**src/rtl/alu_control_pipe.sv**
```systemverilog
`default_nettype none
// ============================================================================
// Module      : alu_control_pipe
// Description : Handshaked ALU-control stage for the pipelined LEGv8
//               datapath. Decodes {ALUOp, opcode} into an ALU operation
//               code, registers it, flags multi-cycle ops (MUL/UDIV) and
//               stalls new decodes while the execute unit works on them.
// Revision    : 1.0 - initial release
// ============================================================================
module alu_control_pipe #(
    parameter int OPC_W   = 11,
    parameter int OP_W    = 4,
    parameter int MUL_LAT = 3,
    parameter int DIV_LAT = 8,
    parameter int CNT_W   = 8
) (
    input  logic             clk,
    input  logic             rst,
    input  logic             in_valid,
    output logic             in_ready,
    input  logic [1:0]       aluop,
    input  logic [OPC_W-1:0] opcode,
    output logic             out_valid,
    input  logic             out_ready,
    output logic [OP_W-1:0]  out_op,
    output logic             out_multi,
    output logic             out_illegal,
    output logic             busy,
    output logic [CNT_W-1:0] illegal_cnt
);

    // ------------------------------------------------------------------------
    // Constants
    // ------------------------------------------------------------------------
    localparam logic [0:0] c_ST_RUN  = 1'b0;
    localparam logic [0:0] c_ST_WAIT = 1'b1;

    // R-type opcodes: full instruction[31:21] field
    localparam logic [OPC_W-1:0] c_OPC_ADD  = OPC_W'(11'b10001011000);
    localparam logic [OPC_W-1:0] c_OPC_SUB  = OPC_W'(11'b11001011000);
    localparam logic [OPC_W-1:0] c_OPC_AND  = OPC_W'(11'b10001010000);
    localparam logic [OPC_W-1:0] c_OPC_ORR  = OPC_W'(11'b10101010000);
    localparam logic [OPC_W-1:0] c_OPC_EOR  = OPC_W'(11'b11001010000);
    localparam logic [OPC_W-1:0] c_OPC_LSL  = OPC_W'(11'b11010011011);
    localparam logic [OPC_W-1:0] c_OPC_LSR  = OPC_W'(11'b11010011010);
    localparam logic [OPC_W-1:0] c_OPC_MUL  = OPC_W'(11'b10011011000);
    localparam logic [OPC_W-1:0] c_OPC_UDIV = OPC_W'(11'b10011010110);

    // I-type opcodes: only the upper ten bits identify the instruction
    localparam logic [OPC_W-2:0] c_IOPC_ADDI = (OPC_W-1)'(10'b1001000100);
    localparam logic [OPC_W-2:0] c_IOPC_SUBI = (OPC_W-1)'(10'b1101000100);
    localparam logic [OPC_W-2:0] c_IOPC_ANDI = (OPC_W-1)'(10'b1001001000);
    localparam logic [OPC_W-2:0] c_IOPC_ORRI = (OPC_W-1)'(10'b1011001000);

    // ALU operation codes
    localparam logic [OP_W-1:0] c_OP_AND   = OP_W'(4'b0000);
    localparam logic [OP_W-1:0] c_OP_ORR   = OP_W'(4'b0001);
    localparam logic [OP_W-1:0] c_OP_ADD   = OP_W'(4'b0010);
    localparam logic [OP_W-1:0] c_OP_EOR   = OP_W'(4'b0011);
    localparam logic [OP_W-1:0] c_OP_SUB   = OP_W'(4'b0110);
    localparam logic [OP_W-1:0] c_OP_PASSB = OP_W'(4'b0111);
    localparam logic [OP_W-1:0] c_OP_LSL   = OP_W'(4'b1000);
    localparam logic [OP_W-1:0] c_OP_LSR   = OP_W'(4'b1001);
    localparam logic [OP_W-1:0] c_OP_MUL   = OP_W'(4'b1010);
    localparam logic [OP_W-1:0] c_OP_UDIV  = OP_W'(4'b1011);
    localparam logic [OP_W-1:0] c_OP_ILL   = OP_W'(4'b1111);

    // Wait counter only has to hold the larger latency minus one
    localparam int c_LAT_MAX = (MUL_LAT > DIV_LAT) ? MUL_LAT : DIV_LAT;
    localparam int c_WCNT_W  = (c_LAT_MAX > 1) ? $clog2(c_LAT_MAX) : 1;

    localparam logic [c_WCNT_W-1:0] c_MUL_LOAD = c_WCNT_W'(MUL_LAT - 1);
    localparam logic [c_WCNT_W-1:0] c_DIV_LOAD = c_WCNT_W'(DIV_LAT - 1);
    localparam logic [c_WCNT_W-1:0] c_WCNT_ONE = c_WCNT_W'(1);

    localparam logic [CNT_W-1:0] c_CNT_MAX = {CNT_W{1'b1}};
    localparam logic [CNT_W-1:0] c_CNT_ONE = CNT_W'(1);

    // ------------------------------------------------------------------------
    // State
    // ------------------------------------------------------------------------
    logic [0:0]          r_state;
    logic [c_WCNT_W-1:0] r_wait_cnt;
    logic                r_out_valid;
    logic [OP_W-1:0]     r_out_op;
    logic                r_out_multi;
    logic                r_out_illegal;
    logic [CNT_W-1:0]    r_illegal_cnt;

    logic [OP_W-1:0]     w_dec_op;
    logic                w_dec_multi;
    logic                w_dec_illegal;
    logic                w_in_ready;
    logic                w_accept;
    logic                w_fire;

    // ------------------------------------------------------------------------
    // Handshake
    // ------------------------------------------------------------------------
    // A multi-cycle op leaving the stage sends us to WAIT, so no new decode
    // may be taken on the cycle it fires.
    assign w_in_ready = (r_state == c_ST_RUN) &&
                        (!r_out_valid || (out_ready && !r_out_multi));
    assign w_accept   = in_valid && w_in_ready;
    assign w_fire     = r_out_valid && out_ready;

    // Decode {aluop, opcode}; anything unmatched falls through to illegal
    always_comb begin
        w_dec_op      = c_OP_ILL;
        w_dec_multi   = 1'b0;
        w_dec_illegal = 1'b1;
        case (aluop)
            2'b00: begin
                w_dec_op      = c_OP_ADD;
                w_dec_illegal = 1'b0;
            end
            2'b01: begin
                w_dec_op      = c_OP_PASSB;
                w_dec_illegal = 1'b0;
            end
            2'b10: begin
                case (opcode)
                    c_OPC_ADD: begin
                        w_dec_op      = c_OP_ADD;
                        w_dec_illegal = 1'b0;
                    end
                    c_OPC_SUB: begin
                        w_dec_op      = c_OP_SUB;
                        w_dec_illegal = 1'b0;
                    end
                    c_OPC_AND: begin
                        w_dec_op      = c_OP_AND;
                        w_dec_illegal = 1'b0;
                    end
                    c_OPC_ORR: begin
                        w_dec_op      = c_OP_ORR;
                        w_dec_illegal = 1'b0;
                    end
                    c_OPC_EOR: begin
                        w_dec_op      = c_OP_EOR;
                        w_dec_illegal = 1'b0;
                    end
                    c_OPC_LSL: begin
                        w_dec_op      = c_OP_LSL;
                        w_dec_illegal = 1'b0;
                    end
                    c_OPC_LSR: begin
                        w_dec_op      = c_OP_LSR;
                        w_dec_illegal = 1'b0;
                    end
                    c_OPC_MUL: begin
                        w_dec_op      = c_OP_MUL;
                        w_dec_multi   = 1'b1;
                        w_dec_illegal = 1'b0;
                    end
                    c_OPC_UDIV: begin
                        w_dec_op      = c_OP_UDIV;
                        w_dec_multi   = 1'b1;
                        w_dec_illegal = 1'b0;
                    end
                    default: begin
                        w_dec_op      = c_OP_ILL;
                    end
                endcase
            end
            2'b11: begin
                case (opcode[OPC_W-1:1])
                    c_IOPC_ADDI: begin
                        w_dec_op      = c_OP_ADD;
                        w_dec_illegal = 1'b0;
                    end
                    c_IOPC_SUBI: begin
                        w_dec_op      = c_OP_SUB;
                        w_dec_illegal = 1'b0;
                    end
                    c_IOPC_ANDI: begin
                        w_dec_op      = c_OP_AND;
                        w_dec_illegal = 1'b0;
                    end
                    c_IOPC_ORRI: begin
                        w_dec_op      = c_OP_ORR;
                        w_dec_illegal = 1'b0;
                    end
                    default: begin
                        w_dec_op      = c_OP_ILL;
                    end
                endcase
            end
            default: begin
                w_dec_op      = c_OP_ILL;
            end
        endcase
    end

    // Output register and RUN/WAIT control
    always_ff @(posedge clk) begin
        if (rst) begin
            r_state       <= c_ST_RUN;
            r_wait_cnt    <= '0;
            r_out_valid   <= 1'b0;
            r_out_op      <= '0;
            r_out_multi   <= 1'b0;
            r_out_illegal <= 1'b0;
        end else if (r_state == c_ST_RUN) begin
            if (w_accept) begin
                // A new decode replaces the output; a single-cycle op may
                // be firing on this same edge.
                r_out_valid   <= 1'b1;
                r_out_op      <= w_dec_op;
                r_out_multi   <= w_dec_multi;
                r_out_illegal <= w_dec_illegal;
            end else if (w_fire) begin
                r_out_valid <= 1'b0;
                if (r_out_multi) begin
                    r_state    <= c_ST_WAIT;
                    r_wait_cnt <= (r_out_op == c_OP_MUL) ? c_MUL_LOAD : c_DIV_LOAD;
                end
            end
        end else begin
            // WAIT: loaded with LAT-1, so the state lasts exactly LAT cycles
            if (r_wait_cnt == '0) begin
                r_state <= c_ST_RUN;
            end else begin
                r_wait_cnt <= r_wait_cnt - c_WCNT_ONE;
            end
        end
    end

    // Saturating count of accepted illegal decodes
    always_ff @(posedge clk) begin
        if (rst) begin
            r_illegal_cnt <= '0;
        end else if (w_accept && w_dec_illegal && (r_illegal_cnt != c_CNT_MAX)) begin
            r_illegal_cnt <= r_illegal_cnt + c_CNT_ONE;
        end
    end

    assign in_ready    = w_in_ready;
    assign out_valid   = r_out_valid;
    assign out_op      = r_out_op;
    assign out_multi   = r_out_multi;
    assign out_illegal = r_out_illegal;
    assign busy        = (r_state == c_ST_WAIT);
    assign illegal_cnt = r_illegal_cnt;

endmodule
`default_nettype wire

```
**config.mk**
```make
export PLATFORM = sky130hd
export DESIGN_NAME = alu_control_pipe
export DESIGN_NICKNAME = d
export VERILOG_FILES = /design/src/rtl/alu_control_pipe.sv
export SDC_FILE = /design/constraint.sdc
export NUM_CORES = 1
export LEC_CHECK = 0
export ABC_CLOCK_PERIOD_IN_PS = 1700
export BUFFER_PORTS_ARGS = -buffer_cell sky130_fd_sc_hd__buf_2
export CELL_PAD_IN_SITES_DETAIL_PLACEMENT = 2
export CELL_PAD_IN_SITES_GLOBAL_PLACEMENT = 2
export CORE_ASPECT_RATIO = 0.8
export CORE_UTILIZATION = 27
export DETAILED_ROUTE_END_ITERATION = 10
export PLACE_DENSITY_LB_ADDON = 0.1
export SLEW_MARGIN = 20
export SYNTH_ARGS = -nofsm -noshare
export SYNTH_HDL_FRONTEND = slang
export SYNTH_SLANG_ARGS = --single-unit
```
**constraint.sdc**
```tcl
create_clock -name clk -period 1.7 [get_ports clk]
set_input_delay 0.255 -clock clk [delete_from_list [all_inputs] [get_ports clk]]
set_output_delay 0.255 -clock clk [all_outputs]
set_load 0.01 [all_outputs]
```
Word level (Yosys, flattened, before mapping):

Index checks and enable logic that the tools add are counted.

* bits in registers: 19
* bits in latches: 0
* memory bits (writable): 0
* bits in read-only memories: 0
* bits of input ports: 17
* output and inout port bits: 17
* logic and storage cells: 72
* memories: 0

* add/sub/neg operators: 2
* $mul: 0
* divide/modulo/power cells: 0
* $lt $le $gt $ge: 0
* equal/unequal tests: 20
* shifts and indexed selects: 0
* mux-type cells: 21
* bitwise logic cells: 1
* reductions and logical operators: 21

Operator list (count)
* $eq A11 B11 Y1 const B: 9
* $eq A10 B10 Y1 const B: 4
* $pmux W4 S9: 1
* $pmux W4 S4: 2
* $mux W3: 6
* $mux W1: 11
* $reduce_or A9 Y1: 1
* $add A8 B1 Y8 const B: 1
* $ne A8 B8 Y1 const B: 1
* $logic_and A1 B1 Y1: 6
* $reduce_bool A2 Y1: 3
* $eq A2 B2 Y1 const B: 2
* $eq A4 B4 Y1 const B: 1
* $ne A2 B2 Y1 const B: 2
* $reduce_and A2 Y1: 2
* $reduce_and A4 Y1: 1
* $reduce_or A2 Y1: 2
* $reduce_or A4 Y1: 1
* $logic_not A3 Y1: 1
* $pmux W1 S3: 1
* $sub A3 B1 Y3 const B: 1
* $eq A2 B1 Y1 const B: 1
* $logic_not A1 Y1: 2
* $logic_not A2 Y1: 1
* 2 further kinds: 2

Longest topological paths before layout:

Gate-level depths: netlist of the first run.

* depth after elaboration: 7
* mapped depth: 7
* gate-level depth less buffers: 6

Least setup slack after synthesis of the first run:

Ideal clock, no wire load.

* path kind: register to register
* from: reg r_out_multi (netlist: out_multi)
* to: reg r_illegal_cnt[3] (netlist: illegal_cnt[3])
* library setup time: 0.123 ns
* arrival: 1.794 ns
* data required time: 1.577 ns
* path slack: -0.217 ns
* stages on the path, launching flop included: 6
* path buffers: 0
* clock period less this slack: 1.917 ns
* cell sequence: dfxtp_1 > nand2b_1 > a2111oi_4 > nand2_1 > o32ai_1 > mux2_1

* longest elaborated chain between the ends: 7

RTL lines
* start, declared: line 86 `logic r_out_multi;`
* start signal, assigned: line 210 `r_out_multi <= w_dec_multi;`
* $logic_not A1 Y1: line 103 `(!r_out_valid || (out_ready && !r_out_multi));`
* $logic_and A1 B1 Y1: line 103
* $logic_or A1 B1 Y1: line 103
* $logic_and A1 B1 Y1: line 102 `assign w_in_ready = (r_state == c_ST_RUN) &&`
* $logic_and A1 B1 Y1: line 104 `assign w_accept = in_valid && w_in_ready;`
* $logic_and A1 B1 Y1 (2 in a row): line 233 `end else if (w_accept && w_dec_illegal && (r_illegal_cnt != c_CNT_MAX)) begin`
* end signal, assigned: line 234 `r_illegal_cnt <= r_illegal_cnt + c_CNT_ONE;`
* end, declared: line 88 `logic [CNT_W-1:0] r_illegal_cnt;`

No other way between the ends.
A chain may end at the register's enable or synchronous reset.

Worst setup path in the final report of the first run:

* from: in opcode[3]
* to: reg r_illegal_cnt[3] (netlist: illegal_cnt[3])

* longest elaborated chain between the ends: 6
* elaborated cells on any way between the ends: 20
* classes of those cells: eq/ne: 13; mux: 3; reduce/logical: 4

RTL lines
* start, declared: line 22 `input logic [OPC_W-1:0] opcode,`
* $eq A11 B11 Y1 / $eq A10 B10 Y1 (equally long branches): line 122, 167
* $reduce_or A9 Y1 (no source line) / $reduce_or A4 Y1 (equally long branches)
* $mux W1 (on tied branches): line 122, 167
* $pmux W1 S3 (*): line 112 `case (aluop)`
* $logic_and A1 B1 Y1 (*) (2 in a row): line 233

Every way passes the cells marked *; elsewhere a longest branch is shown, timed or not.

==> summary.txt, run 1 <==
VDD IR max -> 0.000211 V
Register area share after synthesis -> 27.6%
Netlist cell types -> 50
Area Overhead vs Synth -> 56.5%
Final setup viols -> 7
Total number of vias -> 1,642
Pin count of the biggest net entering global routing -> 28
Dpl hpwl -> 4300 um
CP Cell Sequence -> buf_2 -> buf_4 -> nor3b_1 -> buf_4 -> a31oi_1 -> nand3_4 -> buf_4 -> o32ai_2 -> mux2_1
Slowest stage delay, CP -> 0.38 ns
Max Fanout on Critical Path -> 7
CTS tree -> yes
Setup CP Type -> input pin to flip-flop
M1 WL -> 2620 um
Share of layout cells above drive strength 1 -> 47.8%
Grt ovf -> 0
Worst path slowest cell -> a31oi_1
CP Launch Type -> input pin
Status -> finished, violations left
Minimum clock period -> 1.78 ns
Share of flip-flops with an asynchronous set or reset -> 0%
Post-Synth XOR/XNOR Area -> 0%
H-tree depth -> 1
Routed WL -> 5770 um
Clk buf depth -> 2
Pwr dens -> 485 nW/um^2
N_diodes -> 0
Max Clk Rate -> 0.563 GHz
Setup slack at placement -> -0.372 ns
YS warnings -> 0
Clock root cell -> clkbuf_8
Syn Nets -> 188
Worst-Skew Late Latency -> 0.26 ns
Mean routed wirelength per cell -> 18.7 um
Max-Slew Margin vs Limit -> 66.7%
First-pass detailed-route iteration total -> 3
Synth Area in Adders -> 2.72%
Number of placed I/O pins -> 34
Final WS setup -> -0.0774 ns
CP dominant cell by count -> buf_4
Worst Max-Slew Pin Slew -> 0.497 ns
Vias in the first global route -> 1,790
RSZ-0062 raised after global routing -> true
Worst-path clk slew -> 0.08 ns
Antenna violations before repair -> 0
Hold Fails Final Rpt -> 0
Die area -> 5400 sq um
Synth Instances -> 168
Vias per inst -> 5.31
Hold Path Class -> input pin to flip-flop
Largest family of logic cells by synthesized area -> simple AND/OR/NAND/NOR gates
Die H -> 65.9 um
DRC Markers -> 0
Top FF cell, synth -> dfxtp_1
Final max-slew violation count -> 0
Layout net count -> 270
Mean post-synth cell area -> 8.21 sq um
Synth area leaders -> dfxtp_1 (28%), nor2b_1 (5.0%), nand2_1 (4.1%), nor2_1 (4.1%), nand3_1 (3.6%)
Synth area leader -> dfxtp_1
Initial Util -> 29.1%
Top Layer Used -> met4
Failing checks -> setup timing
Synth top area share -> 27.6%
Max cap viols -> 0
Routed length on met2 -> 2890 um
Crit end category -> flip-flop
WP data required -> 1.85 ns
Post-Route Setup TNS -> -0.372 ns
Rows -> 22
Leakage power -> 0.935 nW
CTS Sinks -> 19
DR WL met3 -> 141 um
Fin util -> 45.6%
Final period util -> 105%
1st-iter DRT viols -> 31
Count of buffers from port buffering -> 33
GR Util All Layers -> 22.9%
Worst Skew -> 0.00289 ns
Core area -> 4730 sq um
Routed Antenna Nets -> 0
CP arrival -> 1.93 ns
First-pass GRT wire length -> 9090 um
EDFF count, synth -> 0
Synth Area in Compound Gates -> 22.7%
Mux cell area share after synthesis -> 7.16%
Synth Register Bits -> 19
GP Congestion -> 0.886
Chip width -> 81.9 um
CTS buffer count -> 3
Post-Syn Area -> 1380 sq um
Post-Synth Simple-Gate Area -> 35.7%
[cell usage after synthesis (2+ instances only)]
| library cell | n |
|---|---|
| nor3b_1 | 4 |
| and3b_1 | 2 |
| mux2_2 | 4 |
| a31oi_1 | 3 |
| nand2b_1 | 4 |
| nor2b_1 | 11 |
| a21oi_1 | 5 |
| mux2i_1 | 2 |
| o211ai_1 | 2 |
| nand3_1 | 10 |
| clkbuf_1 | 3 |
| nand4_1 | 5 |
| mux2_1 | 3 |
| o22ai_1 | 3 |
| and3_1 | 3 |
| inv_1 | 8 |
| o21ai_0 | 7 |
| a211oi_1 | 2 |
| nor3_1 | 2 |
| nor2_1 | 15 |
| nand2_1 | 15 |
| ha_1 | 3 |
| o32ai_1 | 2 |
| nor4b_1 | 2 |
| and4_1 | 3 |
| and2_1 | 2 |
| dfxtp_1 | 19 |
| a32oi_1 | 2 |
[cells in the final DEF, fill, tap and decap left out, types with 3 or more instances in the layout]
cell type and n:
nand2b_1 3, mux2_2 3, o21ai_0 6, nor3b_1 4
and4_1 3, nor2b_1 11, clkbuf_8 3, buf_6 3
nand4_1 5, nand3_1 7, o22ai_2 3, a21oi_1 5
buf_2 33, inv_1 8, nand2_1 13, buf_4 46
dfxtp_1 17, nor2_1 15
[logic make-up after synthesis]
logic type | Yosys count
AOI/OAI and AO/OA | 39
adders and majority gates | 3
buffers and inverters | 13
DFF | 19
muxes | 9
and+or+nand+nor | 85
[where the power goes]
group / leakage, nW / internal, mW / switching (mW)
logic: 0.754 / 0.121 / 0.131
clock network: 0.0255 / 0.163 / 0.160
registers: 0.156 / 0.459 / 0.0128
total: 0.935 / 0.743 / 0.304
[stage by stage]
step,hold WS (ns),cell area [sq um],instances,power [mW]
2_1_floorplan,0.439,1430,168,0.578
3_3_place_gp,0.442,1970,301,0.703
3_5_place_dp,0.455,1970,301,0.718
4_1_cts,0.453,2100,309,1.05
5_1_grt,0.479,2160,309,1.12
6_report,0.440,2160,309,1.05
[registers in the layout, summed over array words and instances, names as in the netlist]
name,count
illegal_cnt,8
out_op,4
r_wait_cnt,3
busy,1
out_illegal,1
out_multi,1
out_valid,1
[worst max-delay path, delay by kind of cell]
family | cells | cell delay [ns]
buf+inv | 4 | 0.60
compound gates | 2 | 0.47
mux | 1 | 0.34
simple gates | 2 | 0.26
[what timing repair did]
item                       in CTS  in global routing
setup buffers                   4                  0
hold buffers                    0                  0
pin swaps                       4                  2
hold endpoints to repair        0                  0
gates resized for setup        11                 12
setup endpoints to repair      10                 11
[per-layer routing]
metal	track usage, %	vias up
met5	0	-
met4	9.43	0
met3	4.28	10
met2	38.8	27
met1	28.0	808
li1	-	797
[layout make-up]
cell class / instances / area [sq um]
multi-input cells: 136 / 1080
inverters: 8 / 30.0
well taps: 60 / 75.1
flip-flops and latches: 19 / 383
fillers: 547 / 2570
clock inverters: 1 / 5.00
repair buffers: 82 / 544
clock buffers: 3 / 41.3
[final timing paths]
check | startpoint | to | slack [ns] | cells past startpoint
max | opcode[3] | illegal_cnt[3]$_SDFFE_PP0P_ | -0.08 | 9
min | rst | r_wait_cnt[0]$_SDFFE_PP0P_ | 0.44 | 2
max reg2reg | out_multi$_SDFFE_PP0P_ | illegal_cnt[7]$_SDFFE_PP0P_ | -0.06 | 6
min reg2reg | out_illegal$_SDFFE_PP0P_ | out_illegal$_SDFFE_PP0P_ | 0.46 | 2
No activity file was read; power rests on OpenSTA's default activity.
==> run 2, diff against run 1 <==
ABC_CLOCK_PERIOD_IN_PS = 1600   (was 1700)
CORE_UTILIZATION = 28   (was 27)
CTS_BUF_LIST = sky130_fd_sc_hd__clkbuf_2   (was default)
SETUP_SLACK_MARGIN = 0.1   (was default)
clock period = 1.6 ns   (was 1.7 ns; I/O delays follow)
==> summary.txt, run 2 (same netlist as run 1, synthesis figures left out) <==
CTS buffer count -> 3
Area Overhead vs Synth -> 74.7%
Final max-slew violation count -> 0
Min-delay src -> aluop[0]
Clock share of power -> 23.1%
Status -> finished, violations left
Rows -> 22
WP data required -> 1.88 ns
Net Sw Frac -> 35.4%
Post-Layout Cell Count -> 320
Gate power share -> 31.6%
Worst Max-Slew Pin Slew -> 0.659 ns
RSZ-0062 raised after global routing -> true
Crit end category -> flip-flop
N_diodes -> 0
NetSw -> 0.394 mW
CTS Sinks -> 19
Top Layer Used -> met4
Slowest stage delay, CP -> 0.39 ns
Chip width -> 80.5 um
Number of placed I/O pins -> 34
Power share of the sequential group -> 45.3%
Commonest non-fill, non-tap cell in the layout -> buf_4
Antenna violations before repair -> 0
Grt ovf -> 0
Die area -> 5220 sq um
Routed length on met2 -> 4450 um
Cell count after placement -> 304
Largest register FFs -> 8
Clk buf depth -> 2
Count of buffers from port buffering -> 33
Routed WL -> 8550 um
Total number of vias -> 1,836
CP Cell Sequence -> nand2b_4 -> buf_12 -> a2111oi_4 -> buf_6 -> nand3_4 -> o32ai_2 -> mux2_4
Mean routed wirelength per cell -> 26.7 um
H-tree depth -> 1
Leakage power -> 1.04 nW
Vias in the first global route -> 1,896
M1 WL -> 3140 um
Max Clk Rate -> 0.507 GHz
Clock root cell -> clkbuf_2
Hold Fails Final Rpt -> 0
Final period util -> 123%
Share of layout cells above drive strength 1 -> 54.6%
GR Util All Layers -> 28.2%
Pin count of the biggest net entering global routing -> 28
Worst-path clk slew -> 0.23 ns
Hold Path Class -> input pin to flip-flop
1st-iter DRT viols -> 79
Dpl hpwl -> 4550 um
Worst-Skew Late Latency -> 0.38 ns
Setup CP Type -> flip-flop to flip-flop
Cell family with most CP delay -> compound AO/OA/AOI/OAI gates
Critical Path Start -> out_multi$_SDFFE_PP0P_
Reg2reg start -> out_multi$_SDFFE_PP0P_
Minimum clock period -> 1.97 ns
Vias per inst -> 5.74
Setup slack at placement -> -0.566 ns
Die H -> 64.8 um
Buf/Inv on CP -> 2
DR WL met3 -> 461 um
GP Congestion -> 0.912
Post-place instance area -> 2020 sq um
Worst Skew -> 0.0179 ns
Pwr dens -> 462 nW/um^2
Layout net count -> 281
CP arrival -> 2.26 ns
Max-Slew Margin vs Limit -> 55.5%
Failing checks -> setup timing
Final WS setup -> -0.372 ns
CTS tree -> yes
First-pass GRT wire length -> 10,600 um
Final instance area -> 2410 sq um
DRC Markers -> 0
Max Fanout on Critical Path -> 6
Core area -> 4650 sq um
VDD IR max -> 0.000291 V
Fin util -> 51.8%
Routed Antenna Nets -> 0
Commonest cells after routing, fill and taps aside -> buf_4 (51), buf_2 (28), nor2_1 (15), dfxtp_1 (15), nand2_1 (13)
Final setup viols -> 13
First-pass detailed-route iteration total -> 4
Internal -> 0.720 mW
Initial Util -> 29.7%
Worst path slowest cell -> dfxtp_2
CP Launch Type -> flip-flop
Max cap viols -> 0
run 2: final timing paths:
kind | to | slack, ns | cells past startpoint
worst max register to register | illegal_cnt[7]$_SDFFE_PP0P_ | -0.37 | 7
worst min register to register | out_illegal$_SDFFE_PP0P_ | 0.48 | 2
worst min-delay path | out_op[0]$_SDFFE_PP0P_ | 0.22 | 3
worst max-delay path | illegal_cnt[7]$_SDFFE_PP0P_ | -0.37 | 7
run 2: cell type report:
class                      count  area, sq um
clock buffer                   4         20.0
fill                         495         2240
inverter                       8         30.0
multi-input combinational    136         1200
tap                           60         75.1
timing repair buffer          93          702
sequential                    19          385
run 2: repair_timing:
| action | in CTS | in global routing |
|---|---|---|
| buffers inserted | 6 | 6 |
| hold buffers | 0 | 0 |
| endpoints found under the setup margin | 13 | 18 |
| pin swaps | 5 | 11 |
| gates resized for setup | 19 | 41 |
run 2: power groups by stage:
stage / clock network (mW) / registers, mW / logic, mW
floorplan: 0 / 0.519 / 0.0952
global placement: 0 / 0.510 / 0.244
detailed placement: 0 / 0.512 / 0.259
CTS: 0.236 / 0.502 / 0.283
global route: 0.277 / 0.507 / 0.368
finish: 0.257 / 0.505 / 0.352
run 2: worst min-delay path, cell delays in order:
cell	delay, ns
buf_2	0.13
nand3_1	0.08
a41oi_1	0.12
run 2: routing by layer:
metal | vias up | track usage (%)
met5 | - | 0
met4 | 0 | 15.8
met2 | 77 | 50.7
met3 | 35 | 4.08
met1 | 908 | 31.4
li1 | 816 | -
run 2: through the flow:
stage	setup TNS (ns)	hold slack (ns)	total power, mW
2_1_floorplan	-0.869	0.424	0.615
3_3_place_gp	-3.53	0.446	0.754
3_5_place_dp	-6.14	0.465	0.771
4_1_cts	-1.66	0.283	1.02
5_1_grt	-3.96	0.232	1.15
6_report	-3.56	0.222	1.11
